<file path="config.mk">
export PLATFORM = sky130hd
export DESIGN_NAME = seq_shifter
export DESIGN_NICKNAME = d
export VERILOG_FILES = /design/src/rtl/seq_shifter.sv
export SDC_FILE = /design/constraint.sdc
export NUM_CORES = 1
export LEC_CHECK = 0
export CORE_MARGIN = 2
export CORE_UTILIZATION = 46
export CTS_CLUSTER_SIZE = 25
export DETAILED_ROUTE_END_ITERATION = 12
export GPL_TIMING_DRIVEN = 0
export HOLD_SLACK_MARGIN = 0.15
export PLACE_DENSITY_LB_ADDON = 0.2
export SYNTH_ARGS = -nofsm -noshare
export SYNTH_HDL_FRONTEND = slang
export SYNTH_SLANG_ARGS = --single-unit
</file>
<file path="constraint.sdc">
create_clock -name clk -period 4.5 [get_ports clk]
set_input_delay 0.9 -clock clk [delete_from_list [all_inputs] [get_ports clk]]
set_output_delay 0.9 -clock clk [all_outputs]
set_load 0.005 [all_outputs]
</file>
<file path="src/rtl/seq_shifter.sv">
// seq_shifter: multi-cycle shifter, at most STEP bit positions per cycle.
// Modes sll/srl/sra/rol with valid/ready handshakes on request and result.
module seq_shifter #(
  parameter int WIDTH = 32,
  parameter int STEP  = 4,
  localparam int SHAMT_W = $clog2(WIDTH)
) (
  input  logic               clk,
  input  logic               rst_n,
  input  logic               start_valid,
  output logic               start_ready,
  input  logic [1:0]         op,
  input  logic [WIDTH-1:0]   in_data,
  input  logic [SHAMT_W-1:0] shamt,
  output logic               out_valid,
  input  logic               out_ready,
  output logic [WIDTH-1:0]   out_data,
  output logic               busy
);

  typedef enum logic [1:0] {
    S_IDLE,
    S_SHIFT,
    S_DONE
  } state_t;

  localparam logic [1:0] OP_SLL = 2'b00;
  localparam logic [1:0] OP_SRL = 2'b01;
  localparam logic [1:0] OP_SRA = 2'b10;
  localparam logic [1:0] OP_ROL = 2'b11;

  localparam logic [SHAMT_W:0] STEP_C =
    (SHAMT_W+1)'(STEP);

  state_t             state_q;
  state_t             state_d;
  logic [WIDTH-1:0]   data_q;
  logic [1:0]         op_q;
  logic [SHAMT_W-1:0] rem_q;

  logic               accept;
  logic [SHAMT_W:0]   rem_ext;
  logic [SHAMT_W:0]   step_amt;
  logic [SHAMT_W-1:0] rem_nxt;
  logic [WIDTH-1:0]   shifted;

  function automatic logic [WIDTH-1:0] shift_k(
    input logic [WIDTH-1:0] d,
    input logic [1:0]       o,
    input int               k
  );
    logic [WIDTH-1:0] r;
    logic [WIDTH-1:0] fill;
    fill = {WIDTH{d[WIDTH-1]}};
    r    = d;
    unique case (1'b1)
      (o == OP_SLL): r = d << k;
      (o == OP_SRL): r = d >> k;
      (o == OP_SRA): r = (d >> k) | (fill << (WIDTH - k));
      (o == OP_ROL): r = (d << k) | (d >> (WIDTH - k));
      default:       r = d;
    endcase
    return r;
  endfunction

  assign start_ready = (state_q == S_IDLE);
  assign out_valid   = (state_q == S_DONE);
  assign busy        = (state_q != S_IDLE);
  assign out_data    = data_q;
  assign accept      = start_valid && start_ready;

  // Step is min(STEP, rem); rem never exceeds WIDTH-1 so it fits SHAMT_W.
  always_comb begin
    rem_ext  = {1'b0, rem_q};
    step_amt = (rem_ext > STEP_C) ? STEP_C : rem_ext;
    rem_nxt  = rem_q - step_amt[SHAMT_W-1:0];
  end

  always_comb begin
    shifted = data_q;
    for (int k = 1; k <= STEP; k++) begin
      if (step_amt == (SHAMT_W+1)'(k)) begin
        shifted = shift_k(data_q, op_q, k);
      end
    end
  end

  always_comb begin
    state_d = state_q;
    unique case (state_q)
      S_IDLE: begin
        if (start_valid) begin
          state_d = (shamt == '0) ? S_DONE : S_SHIFT;
        end
      end
      S_SHIFT: begin
        if (rem_nxt == '0) begin
          state_d = S_DONE;
        end
      end
      S_DONE: begin
        if (out_ready) begin
          state_d = S_IDLE;
        end
      end
      default: state_d = S_IDLE;
    endcase
  end

  always_ff @(posedge clk or negedge rst_n) begin
    if (!rst_n) begin
      state_q <= S_IDLE;
    end else begin
      state_q <= state_d;
    end
  end

  always_ff @(posedge clk or negedge rst_n) begin
    if (!rst_n) begin
      data_q <= '0;
      op_q   <= OP_SLL;
      rem_q  <= '0;
    end else if (accept) begin
      data_q <= in_data;
      op_q   <= op;
      rem_q  <= shamt;
    end else if (state_q == S_SHIFT) begin
      data_q <= shifted;
      rem_q  <= rem_nxt;
    end
  end

endmodule

</file>
# [Word-level counts from Yosys, hierarchy flattened]
# Cells that the tools add are included.
# W data, S select, Z words.
[op_classes] addsub=1 n_mul=0 n_div=0 n_lt_le_gt_ge=1 n_eq_ne=12 n_shift=0 n_mux=18 bitwise_logic=8 n_reduce_logical=11
[op_table] op="$pmux W32 S4" count=4
[op_table] op="$mux W32" count=6
[op_table] op="$or A28 B32 Y32" count=1
[op_table] op="$or A29 B32 Y32" count=1
[op_table] op="$or A30 B32 Y32" count=1
[op_table] op="$or A31 B32 Y32" count=1
[op_table] op="$or A32 B1 Y32" count=1
[op_table] op="$or A32 B2 Y32" count=1
[op_table] op="$or A32 B3 Y32" count=1
[op_table] op="$or A32 B4 Y32" count=1
[op_table] op="$mux W5" count=3
[op_table] op="$eq A5 B2 Y1 const B" count=2
[op_table] op="$logic_not A5 Y1" count=2
[op_table] op="$reduce_bool A5 Y1" count=2
[op_table] op="$mux W2" count=4
[op_table] op="$eq A2 B2 Y1 const B" count=3
[op_table] op="$pmux W2 S3" count=1
[op_table] op="$reduce_and A3 Y1" count=2
[op_table] op="$eq A5 B1 Y1 const B" count=1
[op_table] op="$eq A5 B3 Y1 const B" count=1
[op_table] op="$gt A5 B3 Y1 const B" count=1
[op_table] op="$sub A5 B5 Y5" count=1
[op_table] op="$eq A2 B1 Y1 const B" count=2
[op_table] op="$logic_not A2 Y1" count=2
[op_table] op="4 further kinds" count=6
[word_totals] ff_bits=41 latch_bits=0 mem_bits_rw=0 romBits=0 out_inout_bits=35 elab_cells=55 n_memories=0

# [Depth between registers and ports, before layout]
[logic_depth] ltp_word=9 ltp_mapped=10

# [Least setup slack after synthesis]
# OpenSTA, ideal clock, no wires.
[synth_path] path_type="input port to flip-flop" start="input start_valid" end="register data_q[12] (netlist: out_data[12])" setup_time_ps=126 t_arrival_ps=2089 required_ps=4374 path_slack_ps=2285 cell_stages=4 path_cell_list="nor3b_1 -> nor2_2 -> buf_4 -> a221o_1"
[synth_between] elab_chain_len=3 word_cells_on_any_way=6 classes_between="1 x mux; 5 x reduce/logical"
[synth_lines] item="start: declaration" line="10" rtl="input logic start_valid,"
[synth_lines] item="$logic_and A1 B1 Y1 (*)" line="70" rtl="assign accept = start_valid && start_ready;"
[synth_lines] item="$reduce_bool A5 Y1 (no source line) or $reduce_bool A2 Y1 (tied branches)"
[synth_lines] item="$reduce_and A3 Y1 (no source line)"
[synth_lines] item="end signal: assignment" line="124" rtl="data_q <= in_data;"
[synth_lines] item="end signal: assignment" line="128" rtl="data_q <= shifted;"
[synth_lines] item="end: declaration" line="37" rtl="logic [WIDTH-1:0] data_q;"
# Mark *: on every way between the ends. The rest lies on a longest branch, timed or not.
# A chain may end at the register's enable or synchronous reset.

# [Worst setup path in the final report]
[layout_path] start="input start_valid" end="register data_q[27] (netlist: out_data[27])"
# The elaborated chain is that of the path after synthesis.

==> results.txt <==
number of setup buffers added after CTS: 0
final hold violation count: 0
Peak supply drop: 0.438 mV
total track usage: 0.336
synthesized instance count: 496
cell breakdown of the critical path: clkdlybuf4s50_1 > nor3b_1 > clkbuf_1 > mux2i_1 > o2bb2ai_1
power per cell area: 876 nW/um2
PortBufs: 77
M1 GR Usage: 0.475
Yosys top cell area share: 0.263
Power Total: 4.32 mW
core area: 8220 um2
Starting Density: 0.476
Worst Clk Skew: 16.2 ps
commonest non-fill, non-tap cells in the layout: clkdlybuf4s50_1 (76), a21oi_1 (65), o21ai_0 (51)
CTS tree: done
Post-CTS Resized: 0
GR Layer Usage met3: 0.0642
Required @ worst endpoint: 4680 ps
critical path capture point type: register
leading cell type in the layout, fill and taps excluded: clkdlybuf4s50_1
crit path launch type: input port
final setup vio count: 0
dpl ws: 1220 ps
Final ANT Viol Nets: 0
CP max FO: 10
clk sinks: 41
WS Path Type: in -> reg
asr flop ratio synth: 1.00
Detailed Place HPWL: 10900 um
synthesized net count: 544
Die X-Extent: 96.2 um
vias in the first global route: 4591
htree depth: 2
Crit-path slowest cell: nor3b_1
post-synthesis average cell area: 7.88 um2
vias after detailed routing: 4924
sequential share of the synthesized area: 0.263
Distinct cells, synth: 58
largest net degree at the start of global routing: 22
die area: 9250 um2
minimum clock period: 3050 ps
fill cell count: 776
met2 Track Usage GR: 0.521
clock latency on the worst-skew pair: 310 ps
Max-Cap Viols: 0
mapped cell area: 3910 um2
RSZ-0062 raised after global routing: false
first-pass GRT wire length: 24300 um
Hold Path Class: in -> async
Total Nets Final: 629
Setup TNS: 0 ps
CTS max path bufs: 2
RD Place Congestion: 0.977
Primary FF master, synth: dfrtp_1
DRT Pass-1 Iters: 9
Clock Pin Slew Worst Setup and Hold Paths: 100 ps
Slew Limit Headroom: 0.244
CP max stage delay: 900 ps
Post-route DRC: 0
setup ws final: 1450 ps
Final Max Slew Viols: 0
Congestion Overflow GR: 0
Routed WL: 15400 um
Pleak: 1.76 nW
total CTS buffers: 5
EDFF count, synth: 0
WP data arrival: 3230 ps
Final period util: 0.677
FF+latch count, synth: 41
initial antenna violation count: 0
Die H: 96.2 um
diode count: 0
Root Buffer: clkbuf_8
IO Count: 78
actual slew at the worst max-slew pin: 1130 ps
drt initial violations: 626
status: completed
Rows: 33
proportion of layout cells with a drive suffix above 1: 0.0619
P&R area growth vs syn: 26.3%
wire per inst: 22.4 um
area leader, netlist: dfrtp_1
detail-routed via count per cell: 7.17
fmax: 328 MHz
GR peak layer: met2
Syn. warnings: 0
Post-CTS Hold Fix Bufs: 0
Synth area leaders: dfrtp_1 (26%), a21oi_1 (8.3%), a221oi_1 (6.9%), a221o_1 (6.9%), o21ai_0 (6.5%)
## layer usage
| metal | vias up | part of all wire |
|---|---|---|
| met5 | - | 0 |
| met4 | 0 | 0.030 |
| met3 | 64 | 0.12 |
| met2 | 420 | 0.44 |
| met1 | 2276 | 0.41 |
| li1 | 2164 | - |
## stage by stage
stage          cells   util  instance area [um2]  hold WS, ps
2_1_floorplan    496      -                 3910          580
3_3_place_gp     678  0.585                 4810          615
3_5_place_dp     679  0.588                 4830          628
4_1_cts          687  0.600                 4930          602
5_1_grt          687  0.600                 4930          624
6_report         687  0.600                 4930          576
## final timing paths
path | from | to | slack, ps | cells past startpoint
max in group asynchronous | rst_n | out_data[18] | 3400 | 2
setup / recovery | start_valid | out_data[27] | 1450 | 5
setup reg to reg | op_q[0] | out_data[18] | 1670 | 10
min in group clk | op_q[1] | op_q[1] | 630 | 2
hold / removal | rst_n | out_data[6] | 580 | 1
hold reg to reg | op_q[1] | op_q[1] | 630 | 2
## flip-flops by register name, indices dropped and copies added, names as in the netlist
register / cells
op_q: 2
state_q: 2
out_data: 32
rem_q: 5
## worst max-delay path: cells and delay by family
kind | cells | cell delay (ps)
buf+inv | 2 | 1040
simple gates | 1 | 900
mux | 1 | 270
compound gates | 1 | 100
## kinds of logic after synthesis
group                    share of synthesized area
buffers and inverters                       0.0711
flip-flops                                   0.263
adder cells (fa/ha/maj)                     0.0160
multiplexers                                0.0128
AO/OA/AOI/OAI                                0.519
other                                     0.000960
AND/OR/NAND/NOR                              0.117
## synthesized netlist by cell type (all sizes together) (2+ instances only)
master	number
o21ai	57
nand2	45
nor3	5
nor2	13
nor2b	2
or2	3
a311oi	2
o21a	30
o2bb2ai	2
o211ai	4
dfrtp	41
a21o	2
a221o	27
and3	8
or3	2
a2111oi	28
a211oi	11
a222oi	2
nand2b	2
a22oi	4
a31oi	2
inv	7
a221oi	31
o2111ai	2
a21oi	65
or4	2
and2	2
mux2i	5
nand3	4
ha	5
buf	17
nor4	3
a21boi	2
clkbuf	42
## final cells by class
cell class	count	area [um2]	area share
Multi-Input combinational cell	389	2600	0.528
Sequential cell	41	1030	0.208
Timing Repair Buffer	78	793	0.161
Buffer	59	251	0.0510
Tap cell	105	131	0.0266
Clock buffer	7	96.3	0.0195
Inverter	7	26.3	0.00533
Clock inverter	1	5.00	0.00101
## where the power goes
part           internal (mW)  leakage, nW  switching, mW  total, mW
sequential             0.543        0.517          0.308      0.851
combinational           1.28         1.19           1.90       3.18
clock                  0.139       0.0542          0.147      0.287
total                   1.96         1.76           2.36       4.32
Note: power is estimated with default switching activity, not from simulation.
